==> src/rtl/boot_stream_sink_pkg.sv <==
// Shared types for the boot stream sink: record targets, FSM states and header field widths.
package boot_stream_sink_pkg;

  localparam int DATA_W = 8;
  localparam int ADDR_W = 16;
  localparam int TGT_W  = 2;
  localparam int LEN_W  = 8;
  localparam int RSVD_W = DATA_W - TGT_W;

  typedef enum logic [TGT_W-1:0] {
    CONTROL       = 2'd0,
    MLU_SLICE     = 2'd1,
    MLU_LOOKAHEAD = 2'd2,
    END           = 2'd3
  } target_e;

  typedef enum logic [3:0] {
    IDLE,
    HDR,
    LEN,
    AHI,
    ALO,
    SETUP,
    STROBE,
    HOLD,
    DONE,
    ERR
  } state_e;

  typedef struct packed {
    logic [RSVD_W-1:0] rsvd;
    target_e           target;
  } hdr_t;

  // Upper header bits are reserved and must be zero in a well-formed image.
  function automatic logic hdr_valid(input hdr_t h);
    return h.rsvd == '0;
  endfunction

endpackage

==> src/rtl/boot_stream_sink_if.sv <==
// Byte-stream input handshake plus RAM write bus and boot status of the boot stream sink.
// master = stream source / bus observer, slave = the sink itself.
interface boot_stream_sink_if;
  import boot_stream_sink_pkg::*;

  logic [DATA_W-1:0] in_data;
  logic              in_valid;
  logic              in_ready;
  logic [ADDR_W-1:0] wr_addr;
  logic [DATA_W-1:0] wr_data;
  logic              control_n_we;
  logic              mlu_slice_n_we;
  logic              mlu_lookahead_n_we;
  logic              n_booted;
  logic              boot_err;

  modport master (
    output in_data, in_valid,
    input  in_ready, wr_addr, wr_data, control_n_we, mlu_slice_n_we,
           mlu_lookahead_n_we, n_booted, boot_err
  );

  modport slave (
    input  in_data, in_valid,
    output in_ready, wr_addr, wr_data, control_n_we, mlu_slice_n_we,
           mlu_lookahead_n_we, n_booted, boot_err
  );

endinterface

==> src/rtl/boot_stream_sink_we_decode.sv <==
// Maps record target + strobe to the three active-low write enables; combinational, no backpressure.
// At most one line is ever low; the end-of-image target drives none.
module boot_we_decode
  import boot_stream_sink_pkg::*;
(
  input  target_e target,
  input  logic    strobe,
  output logic    control_n_we,
  output logic    mlu_slice_n_we,
  output logic    mlu_lookahead_n_we
);

  always_comb begin
    control_n_we       = 1'b1;
    mlu_slice_n_we     = 1'b1;
    mlu_lookahead_n_we = 1'b1;
    if (strobe) begin
      case (target)
        CONTROL:       control_n_we       = 1'b0;
        MLU_SLICE:     mlu_slice_n_we     = 1'b0;
        MLU_LOOKAHEAD: mlu_lookahead_n_we = 1'b0;
        default:       ;
      endcase
    end
  end

endmodule

==> src/rtl/boot_stream_sink.sv <==
// Loads HDR/LEN/ADDR_HI/ADDR_LO/payload records into RAM as SETUP/STROBE/HOLD writes (3 cycles per byte);
// in_ready only in header states and HOLD with bytes left. BOOT_CHECKSUM_EN adds a zero-sum byte after the end record.
module boot_stream_sink
  import boot_stream_sink_pkg::*;
#(
  parameter int MAX_LEN = 256
) (
  input logic               clk,
  input logic               n_rst,
  boot_stream_sink_if.slave bus
);

  localparam int              CNT_W   = LEN_W + 2;
  localparam logic [CNT_W-1:0] MAX_CNT = CNT_W'(MAX_LEN);

  state_e            state_q, state_d, hdr_next;
  target_e           tgt_q;
  hdr_t              hdr_in;
  logic [DATA_W-1:0] addr_hi_q;
  logic [ADDR_W-1:0] addr_q;
  logic [ADDR_W-1:0] wr_addr_q;
  logic [DATA_W-1:0] wr_data_q;
  logic [LEN_W:0]    rem_q;
  logic [CNT_W-1:0]  len_total;
  logic              in_ready;
  logic              accept;

  assign hdr_in    = hdr_t'(bus.in_data);
  assign len_total = CNT_W'(bus.in_data) + CNT_W'(1);
  assign accept    = bus.in_valid && in_ready;

`ifdef BOOT_CHECKSUM_EN
  logic [DATA_W-1:0] sum_q;
  logic              csum_phase_q;

  // After the end record the next byte in HDR position is the checksum.
  always_comb begin
    hdr_next = LEN;
    if (csum_phase_q)
      hdr_next = (DATA_W'(sum_q + bus.in_data) == '0) ? DONE : ERR;
    else if (!hdr_valid(hdr_in))
      hdr_next = ERR;
    else if (hdr_in.target == END)
      hdr_next = HDR;
  end

  always_ff @(posedge clk or negedge n_rst) begin
    if (!n_rst) begin
      sum_q        <= '0;
      csum_phase_q <= 1'b0;
    end else if (accept) begin
      sum_q <= sum_q + bus.in_data;
      if (state_q == HDR && hdr_next == HDR)
        csum_phase_q <= 1'b1;
    end
  end
`else
  always_comb begin
    hdr_next = LEN;
    if (!hdr_valid(hdr_in))
      hdr_next = ERR;
    else if (hdr_in.target == END)
      hdr_next = DONE;
  end
`endif

  always_ff @(posedge clk or negedge n_rst) begin
    if (!n_rst) state_q <= IDLE;
    else        state_q <= state_d;
  end

  always_comb begin
    state_d  = state_q;
    in_ready = 1'b0;
    case (state_q)
      IDLE: state_d = HDR;
      HDR: begin
        in_ready = 1'b1;
        if (bus.in_valid) state_d = hdr_next;
      end
      LEN: begin
        in_ready = 1'b1;
        if (bus.in_valid) state_d = (len_total > MAX_CNT) ? ERR : AHI;
      end
      AHI: begin
        in_ready = 1'b1;
        if (bus.in_valid) state_d = ALO;
      end
      // The first payload byte is taken in HOLD, so every byte sees SETUP/STROBE/HOLD.
      ALO: begin
        in_ready = 1'b1;
        if (bus.in_valid) state_d = HOLD;
      end
      SETUP:  state_d = STROBE;
      STROBE: state_d = HOLD;
      HOLD: begin
        if (rem_q != '0) begin
          in_ready = 1'b1;
          if (bus.in_valid) state_d = SETUP;
        end else begin
          state_d = HDR;
        end
      end
      DONE:    state_d = DONE;
      ERR:     state_d = ERR;
      default: state_d = IDLE;
    endcase
  end

  always_ff @(posedge clk or negedge n_rst) begin
    if (!n_rst) begin
      tgt_q     <= CONTROL;
      addr_hi_q <= '0;
      addr_q    <= '0;
      rem_q     <= '0;
      wr_addr_q <= '0;
      wr_data_q <= '0;
    end else if (accept) begin
      case (state_q)
        HDR: tgt_q     <= hdr_in.target;
        LEN: rem_q     <= len_total[LEN_W:0];
        AHI: addr_hi_q <= bus.in_data;
        ALO: addr_q    <= {addr_hi_q, bus.in_data};
        HOLD: begin
          wr_addr_q <= addr_q;
          wr_data_q <= bus.in_data;
          addr_q    <= addr_q + 1'b1;
          rem_q     <= rem_q - 1'b1;
        end
        default: ;
      endcase
    end
  end

  // Strobe is decoded straight from the state register so reset clears it asynchronously.
  boot_we_decode u_we_decode (
    .target             (tgt_q),
    .strobe             (state_q == STROBE),
    .control_n_we       (bus.control_n_we),
    .mlu_slice_n_we     (bus.mlu_slice_n_we),
    .mlu_lookahead_n_we (bus.mlu_lookahead_n_we)
  );

  assign bus.in_ready = in_ready;
  assign bus.wr_addr  = wr_addr_q;
  assign bus.wr_data  = wr_data_q;
  assign bus.n_booted = (state_q != DONE);
  assign bus.boot_err = (state_q == ERR);

endmodule

==> src/flat_wrapper.sv <==
// flat-port wrapper written by rule: the top's interface ports become plain ports
module boot_stream_sink_flat import boot_stream_sink_pkg::*;
#(
  parameter int MAX_LEN = 256
)
  (clk, n_rst, bus_in_data, bus_in_valid, bus_in_ready, bus_wr_addr, bus_wr_data, bus_control_n_we, bus_mlu_slice_n_we, bus_mlu_lookahead_n_we, bus_n_booted, bus_boot_err);
  boot_stream_sink_if bus_i ();
  input logic clk;
  input logic n_rst;
  input wire logic [$bits(bus_i.in_data)-1:0] bus_in_data;
  input wire logic [$bits(bus_i.in_valid)-1:0] bus_in_valid;
  output wire logic [$bits(bus_i.in_ready)-1:0] bus_in_ready;
  output wire logic [$bits(bus_i.wr_addr)-1:0] bus_wr_addr;
  output wire logic [$bits(bus_i.wr_data)-1:0] bus_wr_data;
  output wire logic [$bits(bus_i.control_n_we)-1:0] bus_control_n_we;
  output wire logic [$bits(bus_i.mlu_slice_n_we)-1:0] bus_mlu_slice_n_we;
  output wire logic [$bits(bus_i.mlu_lookahead_n_we)-1:0] bus_mlu_lookahead_n_we;
  output wire logic [$bits(bus_i.n_booted)-1:0] bus_n_booted;
  output wire logic [$bits(bus_i.boot_err)-1:0] bus_boot_err;
  assign bus_i.in_data = bus_in_data;
  assign bus_i.in_valid = bus_in_valid;
  assign bus_in_ready = bus_i.in_ready;
  assign bus_wr_addr = bus_i.wr_addr;
  assign bus_wr_data = bus_i.wr_data;
  assign bus_control_n_we = bus_i.control_n_we;
  assign bus_mlu_slice_n_we = bus_i.mlu_slice_n_we;
  assign bus_mlu_lookahead_n_we = bus_i.mlu_lookahead_n_we;
  assign bus_n_booted = bus_i.n_booted;
  assign bus_boot_err = bus_i.boot_err;
  boot_stream_sink #(.MAX_LEN(MAX_LEN)) u_core (.clk(clk), .n_rst(n_rst), .bus(bus_i));
endmodule
==> config.mk <==
export PLATFORM = sky130hd
export DESIGN_NAME = boot_stream_sink_flat
export DESIGN_NICKNAME = d
export VERILOG_FILES = /design/src/rtl/boot_stream_sink_pkg.sv /design/src/rtl/boot_stream_sink_if.sv /design/src/rtl/boot_stream_sink_we_decode.sv /design/src/rtl/boot_stream_sink.sv /design/src/flat_wrapper.sv
export SDC_FILE = /design/constraint.sdc
export NUM_CORES = 1
export LEC_CHECK = 0
export CAP_MARGIN = 30
export CORE_MARGIN = 3
export CORE_UTILIZATION = 40
export CTS_CLUSTER_SIZE = 30
export DETAILED_ROUTE_END_ITERATION = 8
export DONT_BUFFER_PORTS = 1
export GPL_TIMING_DRIVEN = 0
export SLEW_MARGIN = 20
export SYNTH_ARGS = -nofsm -noshare
export SYNTH_HDL_FRONTEND = slang
export SYNTH_SLANG_ARGS = --single-unit
==> constraint.sdc <==
create_clock -name clk -period 4.9 [get_ports clk]
set_clock_uncertainty 0.15 [all_clocks]
set_input_delay 0.49 -clock clk [delete_from_list [all_inputs] [get_ports clk]]
set_output_delay 0.49 -clock clk [all_outputs]
set_load 0.005 [all_outputs]
==> impl_metrics.ini <==
[worst_hold_path]
hold_class = in -> reg

[sta]
hold_viol = 0
max_clock_freq_mhz = 399
final-setup-viol-count = 0
tns_ns = 0
fin_crit_sh_pct = 51.1
grt_setup_unrepaired = false
maxSlewViolCount = 0
min_period_ns = 2.50
tightest_slew_ns = 0.629
relSlewSlack_pct = 58.0
setup_slack_ns = 2.40

[synth]
yosysMostFrequentCell = dfrtp_1
synthTopCellsByArea = dfrtp_1 46%, mux2_4 8.3%, mux2_2 4.9%
synth_area_per_cell_sq_um = 10.4
synth_nets = 346
synth_seq_area_share_pct = 45.9
ys_dominant_reg_cell = dfrtp_1
ys_types = 56
yosys.area.top_type = dfrtp_1
syn_area_sq_um = 3430
synth-edff-count = 0
ys_ff_latch = 63
synth_top_area_share_pct = 45.9
synth_commonest_cells = 63 x dfrtp_1, 29 x nand2_1, 25 x a21oi_1, 25 x nor2_1
async_reset_ff_share_pct = 100
yosysWarningCount = 0
syn_inst = 331

[layout]
seqCellArea_sq_um = 1580
instances_no_fill = 454
antennaDiodeCount = 0
area_delta_synth_final_pct = 10.6
nets = 359
multiInputGateArea_sq_um = 1710
final.fill_count = 795
drive_gt1_share_pct = 20.3
fin_util_pct = 46.0

[cts]
clk_path_buf_depth = 2
cts_sinks = 63
cts_max_level = 3
cts.reportedPaths.clkPinSlew_ns = 0.07
tritoncts = done
cts-root-buf = clkbuf_8
cts_buffers = 9
clk-insertion-delay-late_ns = 0.34

[status]
status = finished, final reports clean

[grt]
grt_pass1_vias = 2565
grt_pass1_wl_um = 13900
grt_usage_pct = 18.1
overflow = 0
grt_max_degree = 64
antenna_found_initial = 0

[worst_setup_path]
cp.arrival_ns = 1.86
cp_max_fo = 4
cp-start-kind = flop
crit_path_end_kind = output pin
path_class = reg -> out
worstPathRequired_ns = 4.26

[route]
ant_nets = 0
wl_um = 8360
dr.pass1.iters = 4
drtIter0Drc = 146
avgViaCountPerCell = 5.73
num_vias = 2602
drc = 0
wl_per_cell_um = 18.4

[pwr]
clkPwrFrac_pct = 20.8
power_mw = 2.13
p_comb_share_pct = 33.0
p_int_mw = 1.36
switching_share_pct = 36.4
p_switching_mw = 0.777
pwr-share-seq_pct = 46.2
ir_drop_v = 0.000209
leakage_nw = 1.58
power_density_nw_per_um2 = 562

[placement]
dpl.cell_count = 436
gp_congestion = 0.849
port_buffers = 0
dpl.hpwl_um = 5770
pre_cts_slack_ns = 2.53

[die]
die_y_um = 98.6
floorplan.initialDensity_pct = 41.6
row_count = 33
design.die.area_sq_um = 9730
pin_count = 41
die_w_um = 98.6
coreArea_sq_um = 8260

[job]
cap_violations = 0
timing repair:
action | 4_1_cts | 5_1_grt
hold buffers | 2 | 0
buffers inserted | 0 | 0
hold endpoints to repair | 63 | 0
gates resized for setup | 0 | 0
worst paths after layout:
kind | cells after the start | endpoint | slack, ns | from
min in group asynchronous | 2 | u_core.bus.wr_addr[9] | 0.51 | n_rst
setup reg to reg | 7 | u_core.addr_q[7] | 2.49 | u_core.state_q[3]
setup / recovery | 5 | bus_in_ready | 2.40 | u_core.rem_q[0]
hold / removal | 1 | u_core.bus.wr_data[7] | 0.14 | bus_in_data[7]
max in group asynchronous | 2 | u_core.state_q[0] | 3.81 | n_rst
hold reg to reg | 1 | u_core.addr_hi_q[2] | 0.36 | u_core.addr_hi_q[2]
layer usage:
metal	part of all wire [%]	up-vias	GRT usage (%)	wire (um)
li1	-	1246	-	-
met5	0	-	0	0
met4	0.73	0	5.99	61
met2	45	73	27.2	3770
met1	49	1278	25.7	4080
met3	5.4	5	4.32	448
logic make-up after synthesis:
| kind of cell | share of synthesized area [%] |
|---|---|
| adder cells (fa/ha/maj) | 1.46 |
| flip-flops | 45.9 |
| AND/OR/NAND/NOR | 16.0 |
| AO/OA/AOI/OAI | 17.4 |
| multiplexers | 13.5 |
| XOR/XNOR | 1.53 |
| buffers and inverters | 4.19 |
state kept, by name (all words and copies together) (netlist names):
register,flops
u_core.bus.wr_addr,16
u_core.rem_q,9
u_core.state_q,4
u_core.bus.wr_data,8
u_core.tgt_q,2
u_core.addr_q,16
u_core.addr_hi_q,8
through the flow:
step	instance area [sq um]	hold WS, ns
floorplan	3430	0.0444
global placement	3560	0.0462
detailed placement	3560	0.0459
CTS	3800	0.121
global route	3800	0.123
finish	3800	0.140
power groups by stage:
stage / combinational [mW] / sequential (mW) / clock (mW)
floorplan: 0.583 / 0.926 / 0
global placement: 0.679 / 0.989 / 0
detailed placement: 0.690 / 0.996 / 0
CTS: 0.707 / 0.988 / 0.455
global route: 0.789 / 1.03 / 0.480
finish: 0.704 / 0.985 / 0.444
cells in the final DEF, fill, tap and decap left out, drive strengths merged, types with 4 or more instances in the layout:
cell type	count
dfrtp	63
mux2	34
nand2	29
nor2	26
a21oi	25
clkbuf	24
o21ai	20
nand3	14
buf	12
a2bb2oi	7
inv	6
o22ai	6
nor3	5
a22oi	5
or3	5
and2	4
nand4	4
a31oi	4
xor2	4
ha	4
worst max-delay path: stages, from the launching register on:
cell	delay [ns]
dfrtp_1	0.41
inv_1	0.12
ha_1	0.15
or2b_2	0.34
o31ai_1	0.35
nand2_1	0.15
area by class of cell:
cell class	count	share of cell area [%]
Tap cell	105	3.46
Multi-Input combinational cell	241	45.1
Clock inverter	2	0.329
Clock buffer	14	4.81
Buffer	21	3.20
Timing Repair Buffer	2	0.988
Inverter	6	0.593
Sequential cell	63	41.5
Power figures use the tool's default switching activity.
